## src/rtl/btn_sw_conditioner_pkg.sv

```systemverilog
// Shared definitions for the board input-conditioning front end:
// button indices, default timing and the debounce FSM state encoding.
package fpsr_pkg;

  localparam int NUM_BTN = 5;
  localparam int NUM_SW  = 4;

  // Bit positions of the buttons inside the Btn_* buses
  localparam int BTN_C = 0;
  localparam int BTN_L = 1;
  localparam int BTN_R = 2;
  localparam int BTN_U = 3;
  localparam int BTN_D = 4;

  // Timing at the 100 MHz board clock: 10 ms debounce, 250 ms auto-repeat
  localparam int DEF_DEBOUNCE_CYCLES = 1_000_000;
  localparam int DEF_REPEAT_CYCLES   = 25_000_000;

  // One-hot debounce FSM states
  typedef enum logic [5:0] {
    ST_IDLE   = 6'b000001,
    ST_ARM    = 6'b000010,
    ST_PULSE  = 6'b000100,
    ST_HOLD   = 6'b001000,
    ST_REPEAT = 6'b010000,
    ST_REL    = 6'b100000
  } deb_state_e;

  // Counter width able to hold max(a, b) - 1, never narrower than one bit
  function automatic int cnt_width(input int a, input int b);
    int m;
    m = (a > b) ? a : b;
    return (m > 1) ? $clog2(m) : 1;
  endfunction

endpackage

```

## src/rtl/btn_sw_conditioner_if.sv

```systemverilog
// Pin-side and FSM-side signals of the input conditioner, grouped so the
// board wrapper and the conditioner connect through a single port.
interface btn_sw_conditioner_if
  import fpsr_pkg::*;
#(
  parameter int N_BTN = NUM_BTN,
  parameter int N_SW  = NUM_SW
);

  logic [N_BTN-1:0] Btn_raw;
  logic [N_SW-1:0]  Sw_raw;
  logic [N_BTN-1:0] Btn_DPB;
  logic [N_BTN-1:0] Btn_SCEN;
  logic [N_BTN-1:0] Btn_MCEN;
  logic [N_SW-1:0]  Sw_sync;
  logic             Any_SCEN;

  // Board side: drives the raw pins and consumes the conditioned outputs
  modport master (
    output Btn_raw, Sw_raw,
    input  Btn_DPB, Btn_SCEN, Btn_MCEN, Sw_sync, Any_SCEN
  );

  // Conditioner side
  modport slave (
    input  Btn_raw, Sw_raw,
    output Btn_DPB, Btn_SCEN, Btn_MCEN, Sw_sync, Any_SCEN
  );

endinterface

```

## src/rtl/btn_sw_conditioner_debounce.sv

```systemverilog
// One push-button channel: two-flop synchroniser, debounce FSM with a single
// shared counter, and Moore-decoded level / single / multi pulse outputs.
module btn_debounce
  import fpsr_pkg::*;
#(
  parameter int DEBOUNCE_CYCLES = DEF_DEBOUNCE_CYCLES,
  parameter int REPEAT_CYCLES   = DEF_REPEAT_CYCLES
) (
  input  logic i_clk,
  input  logic i_rst_n,
  input  logic i_btn_raw,
  output logic o_dpb,
  output logic o_scen,
  output logic o_mcen
);

  localparam int CW = cnt_width(DEBOUNCE_CYCLES, REPEAT_CYCLES);
  localparam logic [CW-1:0] DEB_LAST = CW'(DEBOUNCE_CYCLES - 1);
  localparam logic [CW-1:0] REP_LAST = CW'(REPEAT_CYCLES - 1);

  logic          r_sync1;
  logic          r_sync2;
  logic          w_s;
  deb_state_e    r_state;
  logic [CW-1:0] r_cnt;
  logic          r_dpb;
  logic          r_scen;
  logic          r_mcen;

  assign w_s = r_sync2;

  // Bring the asynchronous pin into the clock domain
  always_ff @(posedge i_clk or negedge i_rst_n) begin
    if (!i_rst_n) begin
      r_sync1 <= 1'b0;
      r_sync2 <= 1'b0;
    end else begin
      r_sync1 <= i_btn_raw;
      r_sync2 <= r_sync1;
    end
  end

  // Debounce/repeat FSM; outputs are registered alongside the state they decode
  always_ff @(posedge i_clk or negedge i_rst_n) begin
    if (!i_rst_n) begin
      r_state <= ST_IDLE;
      r_cnt   <= '0;
      r_dpb   <= 1'b0;
      r_scen  <= 1'b0;
      r_mcen  <= 1'b0;
    end else begin
      r_scen <= 1'b0;
      r_mcen <= 1'b0;
      case (r_state)
        ST_IDLE: begin
          if (w_s) begin
            r_state <= ST_ARM;
            r_cnt   <= '0;
          end
        end
        ST_ARM: begin
          if (!w_s) begin
            r_state <= ST_IDLE;
          end else if (r_cnt == DEB_LAST) begin
            r_state <= ST_PULSE;
            r_dpb   <= 1'b1;
            r_scen  <= 1'b1;
            r_mcen  <= 1'b1;
          end else begin
            r_cnt <= r_cnt + 1'b1;
          end
        end
        ST_PULSE, ST_REPEAT: begin
          r_state <= ST_HOLD;
          r_cnt   <= '0;
        end
        ST_HOLD: begin
          if (!w_s) begin
            r_state <= ST_REL;
            r_cnt   <= '0;
          end else if (r_cnt == REP_LAST) begin
            r_state <= ST_REPEAT;
            r_mcen  <= 1'b1;
          end else begin
            r_cnt <= r_cnt + 1'b1;
          end
        end
        ST_REL: begin
          if (w_s) begin
            r_state <= ST_HOLD;
            r_cnt   <= '0;
          end else if (r_cnt == DEB_LAST) begin
            r_state <= ST_IDLE;
            r_dpb   <= 1'b0;
          end else begin
            r_cnt <= r_cnt + 1'b1;
          end
        end
        default: begin
          r_state <= ST_IDLE;
          r_cnt   <= '0;
          r_dpb   <= 1'b0;
        end
      endcase
    end
  end

  assign o_dpb  = r_dpb;
  assign o_scen = r_scen;
  assign o_mcen = r_mcen;

endmodule

```

## src/rtl/btn_sw_conditioner.sv

```systemverilog
// Input-conditioning front end between the board pins and the game FSM:
// debounced buttons with press/repeat pulses and synchronised switches.
module btn_sw_conditioner
  import fpsr_pkg::*;
#(
  parameter int N_BTN           = NUM_BTN,
  parameter int N_SW            = NUM_SW,
  parameter int DEBOUNCE_CYCLES = DEF_DEBOUNCE_CYCLES,
  parameter int REPEAT_CYCLES   = DEF_REPEAT_CYCLES
) (
  input  logic                  Clk,
  input  logic                  Reset,
  btn_sw_conditioner_if.slave   bus
);

  logic [N_BTN-1:0] w_dpb;
  logic [N_BTN-1:0] w_scen;
  logic [N_BTN-1:0] w_mcen;
  logic [N_SW-1:0]  r_sw1;
  logic [N_SW-1:0]  r_sw2;

  for (genvar g = 0; g < N_BTN; g++) begin : g_btn
    btn_debounce #(
      .DEBOUNCE_CYCLES (DEBOUNCE_CYCLES),
      .REPEAT_CYCLES   (REPEAT_CYCLES)
    ) u_deb (
      .i_clk     (Clk),
      .i_rst_n   (Reset),
      .i_btn_raw (bus.Btn_raw[g]),
      .o_dpb     (w_dpb[g]),
      .o_scen    (w_scen[g]),
      .o_mcen    (w_mcen[g])
    );
  end

  // Switches only need metastability protection; they are not debounced
  always_ff @(posedge Clk or negedge Reset) begin
    if (!Reset) begin
      r_sw1 <= '0;
      r_sw2 <= '0;
    end else begin
      r_sw1 <= bus.Sw_raw;
      r_sw2 <= r_sw1;
    end
  end

  assign bus.Btn_DPB  = w_dpb;
  assign bus.Btn_SCEN = w_scen;
  assign bus.Btn_MCEN = w_mcen;
  assign bus.Sw_sync  = r_sw2;
  assign bus.Any_SCEN = |w_scen;

endmodule

```

## src/flat_wrapper.sv

```systemverilog
// flat-port wrapper written by rule: the top's interface ports become plain ports
module btn_sw_conditioner_flat import fpsr_pkg::*;
#(
  parameter int N_BTN           = NUM_BTN,
  parameter int N_SW            = NUM_SW,
  parameter int DEBOUNCE_CYCLES = DEF_DEBOUNCE_CYCLES,
  parameter int REPEAT_CYCLES   = DEF_REPEAT_CYCLES
)
  (Clk, Reset, bus_Btn_raw, bus_Sw_raw, bus_Btn_DPB, bus_Btn_SCEN, bus_Btn_MCEN, bus_Sw_sync, bus_Any_SCEN);
  btn_sw_conditioner_if #(.N_BTN(N_BTN), .N_SW(N_SW)) bus_i ();
  input  logic Clk;
  input  logic Reset;
  input wire logic [$bits(bus_i.Btn_raw)-1:0] bus_Btn_raw;
  input wire logic [$bits(bus_i.Sw_raw)-1:0] bus_Sw_raw;
  output wire logic [$bits(bus_i.Btn_DPB)-1:0] bus_Btn_DPB;
  output wire logic [$bits(bus_i.Btn_SCEN)-1:0] bus_Btn_SCEN;
  output wire logic [$bits(bus_i.Btn_MCEN)-1:0] bus_Btn_MCEN;
  output wire logic [$bits(bus_i.Sw_sync)-1:0] bus_Sw_sync;
  output wire logic [$bits(bus_i.Any_SCEN)-1:0] bus_Any_SCEN;
  assign bus_i.Btn_raw = bus_Btn_raw;
  assign bus_i.Sw_raw = bus_Sw_raw;
  assign bus_Btn_DPB = bus_i.Btn_DPB;
  assign bus_Btn_SCEN = bus_i.Btn_SCEN;
  assign bus_Btn_MCEN = bus_i.Btn_MCEN;
  assign bus_Sw_sync = bus_i.Sw_sync;
  assign bus_Any_SCEN = bus_i.Any_SCEN;
  btn_sw_conditioner #(.N_BTN(N_BTN), .N_SW(N_SW), .DEBOUNCE_CYCLES(DEBOUNCE_CYCLES), .REPEAT_CYCLES(REPEAT_CYCLES)) u_core (.Clk(Clk), .Reset(Reset), .bus(bus_i));
endmodule
```

## config.mk

```make
export PLATFORM = sky130hd
export DESIGN_NAME = btn_sw_conditioner_flat
export DESIGN_NICKNAME = d
export VERILOG_FILES = /design/src/rtl/btn_sw_conditioner_pkg.sv /design/src/rtl/btn_sw_conditioner_if.sv /design/src/rtl/btn_sw_conditioner_debounce.sv /design/src/rtl/btn_sw_conditioner.sv /design/src/flat_wrapper.sv
export SDC_FILE = /design/constraint.sdc
export NUM_CORES = 1
export LEC_CHECK = 0
export CAP_MARGIN = 25
export CORE_MARGIN = 5
export CORE_UTILIZATION = 50
export DETAILED_ROUTE_END_ITERATION = 8
export PLACE_DENSITY = 0.67
export SYNTH_ARGS = -nofsm -noshare
export SYNTH_HDL_FRONTEND = slang
export SYNTH_HIERARCHICAL = 1
export SYNTH_SLANG_ARGS = --single-unit
export TNS_END_PERCENT = 30
```

## constraint.sdc

```tcl
create_clock -name Clk -period 6.2 [get_ports Clk]
set_clock_uncertainty 0.2 [all_clocks]
set_input_delay 1.55 -clock Clk [delete_from_list [all_inputs] [get_ports Clk]]
set_output_delay 1.55 -clock Clk [all_outputs]
set_load 0.005 [all_outputs]
```

Word-level counts from Yosys, hierarchy flattened
Cells that the tools add are included.
- register bits after elaboration: 188
- bits of input ports: 11
- output and inout bits: 20
- logic and storage cells: 288
- $add $sub $neg: 5
- eq/ne operators: 85
- muxes and demuxes: 130
- bitwise logic cells: 5
- reduce and logical (&&, ||, !) cells: 26
- operator list (kind ; number):
    25-bit two-way mux ; 30
    25-bit one-hot mux with 4 select lines ; 5
    6-bit two-way mux ; 35
    6-bit one-hot mux with 5 select lines ; 5
    25-bit by 1-bit adder with 25-bit output (second input constant) ; 5
    25-bit by 20-bit equality test with 1-bit output (second input constant) ; 5
    25-bit equality test (second input constant) ; 5
    3-bit != test (second input constant) ; 20
    2-bit != test (second input constant) ; 25
    1-bit two-way mux ; 45
    6-bit by 1-bit equality test with 1-bit output (second input constant) ; 5
    6-bit by 2-bit equality test with 1-bit output (second input constant) ; 5
    6-bit by 3-bit equality test with 1-bit output (second input constant) ; 5
    6-bit by 4-bit equality test with 1-bit output (second input constant) ; 5
    6-bit by 5-bit equality test with 1-bit output (second input constant) ; 5
    6-bit equality test (second input constant) ; 5
    5-bit AND reduction ; 5
    4-bit AND reduction ; 5
    4-bit OR reduction ; 5
    1-bit one-hot mux with 3 select lines ; 5
    3-bit AND reduction ; 5
    1-bit one-hot mux with 2 select lines ; 5
    2-bit OR reduction ; 5
    1-bit inverter ; 5
    5-bit OR reduction ; 1

Logic depth before layout (Yosys ltp)
Gate-level depths: netlist of run 1.
- depth after elaboration: 4
- gate-level depth with buffers: 11
- depth with buffers taken out: 8

Modules after synthesis
The synthesis of run 1 kept the hierarchy.
- modules (own cells, without submodules) (module ; instances ; cells an instance ; area each (um^2) ; seq. area each (um^2)):
    btn_debounce at u_core.g_btn[1].u_deb ... ; 2 ; 240 ; 2170.8 ; 902.1
    btn_debounce at u_core.g_btn[0].u_deb ; 1 ; 255 ; 2317.2 ; 902.1
    btn_debounce at u_core.g_btn[3].u_deb ; 1 ; 246 ; 2207.1 ; 902.1
    btn_debounce at u_core.g_btn[4].u_deb ; 1 ; 240 ; 2120.8 ; 902.1
    btn_sw_conditioner ; 1 ; 11 ; 212.7 ; 200.2

Worst setup path after synthesis of run 1
OpenSTA, ideal clock, no wires.
- path kind: register to register
- start point: register u_core.g_btn[4].u_deb.r_state[1]
- end point: register u_core.g_btn[4].u_deb.r_cnt[10]
- library setup time: 0.083 ns
- arrival time: 2.388 ns
- data required time: 5.917 ns
- path slack: 3.530 ns
- cell stages (with the launch flop): 7
- path buffers: 0
- clock period less this slack: 2.670 ns
- path through: dfrtp_1 -> or4_4 -> or3b_4 -> a31o_2 -> or3_4 -> or3_1 -> o21ai_0
- cells in the longest elaborated chain, start to end: 3
- elaborated cells between the ends (all ways): 9
- classes of those cells: 7 x eq/ne; 1 x mux; 1 x reduce/logical
- ends and longest elaborated chain (element ; line ; source):
    start, declared ; btn_sw_conditioner_debounce.sv:24 ; deb_state_e r_state;
    start signal, assigned ; btn_sw_conditioner_debounce.sv:46 ; r_state <= ST_IDLE;
    start signal, assigned ; btn_sw_conditioner_debounce.sv:57 ; r_state <= ST_ARM;
    start signal, assigned ; btn_sw_conditioner_debounce.sv:63 ; r_state <= ST_IDLE;
    6-bit by 4-bit equality test with 1-bit output, or another cell as far along ; btn_sw_conditioner_debounce.sv:54 ; case (r_state)
    3-bit != test (no line) or 2-bit != test (tied branches) ; - ;
    3-bit AND reduction (no line) ; - ;
    end signal, assigned ; btn_sw_conditioner_debounce.sv:70 ; r_cnt <= r_cnt + 1'b1;
    end signal, assigned ; btn_sw_conditioner_debounce.sv:85 ; r_cnt <= r_cnt + 1'b1;
    end signal, assigned ; btn_sw_conditioner_debounce.sv:96 ; r_cnt <= r_cnt + 1'b1;
    end, declared ; btn_sw_conditioner_debounce.sv:25 ; logic [CW-1:0] r_cnt;
Parallel ways exist; a longest one is shown, timed or not.
A chain may end at the register's enable or synchronous reset.

Worst setup path in the final report of run 1
- start point: register u_core.g_btn[4].u_deb.r_scen
- end point: output port bus_Any_SCEN
- cells in the longest elaborated chain, start to end: 1
- ends and longest elaborated chain (element ; line ; source):
    start, declared ; btn_sw_conditioner_debounce.sv:27 ; logic r_scen;
    start signal, assigned ; btn_sw_conditioner_debounce.sv:49 ; r_scen <= 1'b0;
    start signal, assigned ; btn_sw_conditioner_debounce.sv:52 ; r_scen <= 1'b0;
    start signal, assigned ; btn_sw_conditioner_debounce.sv:67 ; r_scen <= 1'b1;
    5-bit OR reduction ; btn_sw_conditioner.sv:51 ; assign bus.Any_SCEN = |w_scen;
    end, declared ; flat_wrapper.sv:19 ; output wire logic [$bits(bus_i.Any_SCEN)-1:0] bus_Any_SCEN;
Every way passes these cells.

==> results of run 1 <==
-- flip-flops by register name (all words and copies together), names as in the netlist --
| signal | flops |
|---|---|
| u_core/g_btn.u_deb/r_sync2 | 5 |
| u_core/g_btn.u_deb/o_mcen | 5 |
| u_core/g_btn.u_deb/o_scen | 5 |
| u_core/g_btn.u_deb/o_dpb | 5 |
| u_core/g_btn.u_deb/r_state | 30 |
| u_core/g_btn.u_deb/r_sync1 | 5 |
| u_core/bus.Sw_sync | 4 |
| u_core/r_sw1 | 4 |
| u_core/g_btn.u_deb/r_cnt | 125 |
-- stage by stage --
step | setup slack, ps | hold WS (ps) | power, uW | utilization (%) | cells
after CTS | 2900 | 153 | 3410 | 55.1 | 1524
final | 2940 | 150 | 3380 | 55.1 | 1524
after global placement | 3360 | 133 | 2370 | 52.7 | 1492
after detailed placement | 3270 | 136 | 2380 | 52.7 | 1492
after floorplan | 3530 | 131 | 2180 | - | 1232
after global routing | 2850 | 156 | 3590 | 55.1 | 1524
-- power groups by stage --
stage	sequential [uW]	combinational, uW	clock, uW
after floorplan	1390	793	0
after global placement	1420	950	0
after detailed placement	1420	958	0
after CTS	1400	964	1050
after global routing	1410	1080	1100
final	1400	965	1020
-- logic make-up after synthesis --
| family | Yosys count | synth area share, % |
|---|---|---|
| AO/OA/AOI/OAI | 363 | 22.2 |
| XOR/XNOR | 9 | 0.704 |
| adder cells (fa/ha/maj) | 5 | 0.559 |
| buffers and inverters | 86 | 4.10 |
| flip-flops | 188 | 42.1 |
| multiplexers | 9 | 0.804 |
| AND/OR/NAND/NOR | 572 | 29.6 |
-- path summary, 6_finish.rpt --
path / end / cells past startpoint / slack [ps] / start
setup / recovery: bus_Any_SCEN / 3 / 2940 / u_core/g_btn[4].u_deb/o_scen
hold / removal: u_core/bus.Sw_sync[1] / 0 / 150 / u_core/r_sw1[1]
setup reg to reg: u_core/g_btn[0].u_deb/r_cnt[23] / 5 / 3260 / u_core/g_btn[0].u_deb/r_cnt[12]
hold reg to reg: u_core/bus.Sw_sync[1] / 0 / 150 / u_core/r_sw1[1]
max in group asynchronous: u_core/g_btn[3].u_deb/r_state[2] / 2 / 3890 / Reset
min in group asynchronous: u_core/g_btn[4].u_deb/r_state[2] / 1 / 720 / Reset
-- placed cells by master, fill, tap and decap left out, types with 8 or more instances in the layout --
master / count
o21ai_1: 19
nor2_1: 107
a21o_1: 19
or3_1: 10
nand2_1: 99
nor2b_1: 17
clkbuf_16: 17
nand3_1: 63
a31oi_1: 38
o211ai_1: 9
or4_4: 8
o31ai_1: 18
clkdlybuf4s50_1: 29
nor3_1: 28
or2_2: 13
nor3_4: 9
nand4_1: 39
inv_1: 31
a21oi_1: 75
and4_1: 23
and3_1: 35
mux2i_1: 9
nor4_1: 20
nand2b_1: 21
o32ai_1: 9
and2_1: 14
o21ai_0: 69
dfrtp_1: 183
nor3b_1: 8
-- layout make-up --
cell class	count	area (um2)
inverters	32	120
repair buffers	34	347
clock inverters	10	68.8
well taps	280	350
flip-flops and latches	188	4710
multi-input cells	958	6030
fillers	1936	9850
clock buffers	22	474
-- layer usage --
layer	routed length, um	vias to the layer above	GRT usage, %
met2	12500	275	32.9
met5	0	-	0
met1	12400	4814	30.1
met3	1380	24	3.04
met4	360	0	5.72
li1	-	4659	-
-- critical path, stage by stage (launching register included) --
cell and delay [ps]:
dfrtp_1 370, nor3_1 200, nand2_1 70, clkdlybuf4s50_1 440
==> qor.csv, run 1 <==
metric,value,unit
status,completed,
post-route ant nets,0,
Sequential Power Share,41.4,%
sw power,1180,uW
CTS sink cnt,188,
"Setup Fix Bufs, Post-CTS",0,
HPWL after DPL,18100,um
P_leak,0.00504,uW
"EDFF count, synth",0,
final instance area,12100,um2
DP Area,11600,um2
CTS Root Cell,clkbuf_16,
# H-tree levels,4,
Cell variety after synth,93,
die area,25500,um2
Worst slew margin,21.6,%
Post-synth ARST share,100,%
CTS tree,built,
nature of the critical path endpoint,primary output,
Internal,2200,uW
Post-Route WL,26600,um
Yosys reg bits,188,
Max VDD drop,0.156,mV
Syn Nets,1248,
initial antenna violation count,0,
PostCTS Resize Cnt,0,
number of global-route vias before repair,8959,
Gate power share,28.5,%
Synth top cells by count,"183 x dfrtp_1, 107 x nor2_1, 99 x nand2_1, 75 x a21oi_1, 69 x o21ai_0",
Area Overhead vs Synth,8.09,%
CTS Buf Count,17,
Syn Area/Cell,9.09,um2
Syn Inst Count,1232,
Die W,160,um
routed vias,9772,
core area,22000,um2
Die Y,160,um
largest net degree at the start of global routing,186,
CTS Hold Buffers Added,0,
Final Cycle Share,52.5,%
wire per inst,17.5,um
"top cells by area, synth","dfrtp_1 41%, nor2_1 3.6%, a21oi_1 3.4%",
cell taking the most area after synthesis,dfrtp_1,
DRC viols,0,
worst-path fanout max,2,
Nets,1247,
share of the synthesized area in the top cell type,40.9,%
clk_lat worst skew,430,ps
PD cells,279,nW/um2
share of layout cells above drive strength 1,8.92,%
Switching Fraction,34.8,%
1st-iter DRT viols,942,
Worst Path Required,4450,ps
diode count,0,
Slew Limit Fails,0,
row cnt,54,
CP arrival,1510,ps
Max Freq,307,MHz
Bufs on Longest Clock Path,2,
grt total ovfl,0,
GRT Overall Usage,20.8,%
sequential share of the synthesized area,42.1,%
Synth Warn #,6,
most frequent cell after synthesis,dfrtp_1,
startpoint type of the worst setup path,register,
Tmin final,3260,ps
drt pass-1 iters,5,
setup violators final,0,
Via density,6.41,
Hold/Removal Path Class,reg2reg,
port bufs,30,
GP Congestion,0.879,
Syn Std Cell Area,11200,um2
TNS Setup,0,ps
Worst Tran Pin Value,1160,ps
Main synth FF type,dfrtp_1,
crit path kind,reg2out,
clock-pin slew on the worst setup and hold paths,70,ps
Max-Cap Viols,0,
clock share of power,30.0,%
first-pass GRT wire length,45200,um
# IOs,31,
starting density of the core,51.0,%
RSZ-0062 raised after global routing,false,
final hold viol count,0,
(Power assumes the default switching activity.)
==> run 2: changes to the inputs <==
==> constraint.sdc (replaced) <==
create_clock -name Clk -period 3.2 [get_ports Clk]
set_clock_uncertainty 0.2 [all_clocks]
set_input_delay 0.8 -clock Clk [delete_from_list [all_inputs] [get_ports Clk]]
set_output_delay 0.8 -clock Clk [all_outputs]
set_load 0.005 [all_outputs]
==> run 2 against run 1 <==
- register-to-register slack lost 2900 ps
- clock power is 110% higher
- die area stayed put
- global-route usage shrank 0.082 points
- sequential cell count stayed put
==> qor.csv, run 2 (synthesized netlist as in run 1, its figures left out) <==
metric,value,unit,change
first-pass GRT wire length,45400,um,+0.46%
Gate power share,28.5,%,about the same
initial antenna violation count,0,,unchanged
RSZ-0062 raised after global routing,false,,
setup violators final,0,,unchanged
Nets,1262,,+1.2%
GP Congestion,0.875,,-0.53%
clock-pin slew on the worst setup and hold paths,70,ps,about the same
CTS Root Cell,clkbuf_16,,
Final Cycle Share,89.3,%,
max reg flops,125,,unchanged
CP arrival,2930,ps,+1420 ps
largest registers,"u_core/g_btn.u_deb/r_cnt (125), u_core/g_btn.u_deb/r_state (30)",,
DRC viols,0,,unchanged
WHS Path Cells,0,,unchanged
CTS sink cnt,188,,unchanged
Switching Fraction,34.3,%,-0.54 points
GRT Overall Usage,20.7,%,-0.082 points
nature of the critical path endpoint,register,,
# H-tree levels,4,,unchanged
"Setup Fix Bufs, Post-CTS",0,,unchanged
TNS Setup,0,ps,unchanged
Worst Tran Pin Value,867,ps,-298 ps
Reg2Reg Capture Point,u_core/g_btn[0].u_deb/r_cnt[23],,
number of global-route vias before repair,9123,,+1.8%
r2r setup slk,340,ps,-2920 ps
CTS Buf Count,17,,unchanged
Tmin final,2860,ps,
Bufs on Longest Clock Path,2,,unchanged
grt total ovfl,0,,unchanged
register area,4710,um2,unchanged
Die W,160,um,unchanged
PostCTS Resize Cnt,0,,unchanged
Max VDD drop,0.312,mV,+100%
largest net degree at the start of global routing,74,,-60%
Reg-to-Reg Start,u_core/g_btn[0].u_deb/r_cnt[15],,
PD cells,550,nW/um2,+97%
row cnt,54,,unchanged
footprint of the multi-input gates,6030,um2,unchanged
Max Freq,350,MHz,
"most common cell after layout, fill and taps aside",dfrtp_1,,
clk_lat worst skew,430,ps,about the same
"commonest cells after routing, fill and taps aside","183 x dfrtp_1, 107 x nor2_1, 99 x nand2_1, 75 x a21oi_1, 69 x o21ai_0",,
Sequential Power Share,40.2,%,-1.2 points
P_leak,0.00513,uW,+1.9%
port bufs,30,,unchanged
clock share of power,31.4,%,+1.4 points
wire per inst,17.1,um,-1.9%
share of layout cells above drive strength 1,10.0,%,+1.1 points
Worst slew margin,42.0,%,+20 points
Internal,4430,uW,+100%
worst-path fanout max,16,,+14
crit path kind,reg2reg,,
fillers,1972,,+1.9%
WHS,143,ps,-6.81 ps
Via density,6.33,,-1.3%
Worst Path Required,3270,ps,-1180 ps
# IOs,31,,unchanged
routed vias,9735,,-0.38%
Post-Route WL,26400,um,-0.91%
crit path to,u_core/g_btn[0].u_deb/r_cnt[23],,
post-route ant nets,0,,unchanged
CTS Hold Buffers Added,0,,unchanged
1st-iter DRT viols,855,,-9.2%
Setup crit start,u_core/g_btn[0].u_deb/r_cnt[15],,
Slew Limit Fails,0,,unchanged
status,completed,,
R2R cell count,5,,unchanged
final hold viol count,0,,unchanged
diode count,0,,unchanged
startpoint type of the worst setup path,register,,
Max-Cap Viols,0,,unchanged
Die Y,160,um,unchanged
most flop-heavy register,u_core/g_btn.u_deb/r_cnt,,
core area,22000,um2,unchanged
HPWL after DPL,18400,um,+1.5%
Hold/Removal Path Class,reg2reg,,
die area,25500,um2,unchanged
starting density of the core,51.0,%,unchanged
sw power,2310,uW,+96%
drt pass-1 iters,5,,unchanged
Area Overhead vs Synth,9.44,%,
CTS tree,built,,
run 2: changes by cell type in the layout (fill, tap and decap cells not counted), sizes merged:
cell and delta:
clkbuf -2, clkinvlp -2, bufinv +2, inv +4, clkinv -2, buf +15
run 2: power by group through the flow:
stage	logic [uW]	clock network [uW]	registers, uW
6_report	1920	2120	2710
5_1_grt	2140	2290	2740
3_5_place_dp	1900	0	2750
2_1_floorplan	1540	0	2690
4_1_cts	1910	2180	2700
3_3_place_gp	1880	0	2740
run 2: final cells by class:
| cell class | count | area share, % |
|---|---|---|
| clock buffers | 20 | 3.64 |
| clock inverters | 12 | 1.10 |
| inverters | 32 | 0.980 |
| multi-input cells | 958 | 49.2 |
| flip-flops and latches | 188 | 38.4 |
| well taps | 280 | 2.86 |
| repair buffers | 49 | 3.75 |
run 2: per-layer routing:
metal | wire length (um) | GRT usage (%) | share of wire, %
met1 | 13100 | 30.6 | 50
met2 | 12100 | 32.6 | 46
met3 | 1000 | 2.96 | 3.8
met4 | 246 | 4.77 | 0.93
met5 | 0 | 0 | 0
run 2: per-stage QoR:
| step | total power (uW) | setup slack [ps] | util (%) | area [um2] | cells |
|---|---|---|---|---|---|
| 5_1_grt | 7170 | 178 | 55.8 | 12300 | 1539 |
| 4_1_cts | 6800 | 377 | 55.8 | 12300 | 1539 |
| 3_3_place_gp | 4620 | 435 | 53.2 | 11700 | 1507 |
| 2_1_floorplan | 4230 | 530 | - | 11200 | 1232 |
| 3_5_place_dp | 4650 | 402 | 53.2 | 11700 | 1507 |
| 6_report | 6740 | 342 | 55.8 | 12300 | 1539 |
run 2: worst min path at each step:
stage                                          endpoint                           from  slack [ps]
after global routing              u_core/bus.Sw_sync[3]                u_core/r_sw1[3]         160
after floorplan                   u_core/bus.Sw_sync[0]                u_core/r_sw1[0]         130
final                     u_core/g_btn[2].u_deb/r_sync2  u_core/g_btn[2].u_deb/r_sync1         140
after detailed placement          u_core/bus.Sw_sync[3]                u_core/r_sw1[3]         130
after global placement            u_core/bus.Sw_sync[1]                u_core/r_sw1[1]         130
after CTS                 u_core/g_btn[2].u_deb/r_sync2  u_core/g_btn[2].u_deb/r_sync1         150
run 2: critical path: stages, from the launching register on:
cell and delay (ps):
dfrtp_1 480, nor4_1 410, nand4_1 320, o21ba_1 470, nor2_1 580, o221ai_1 230
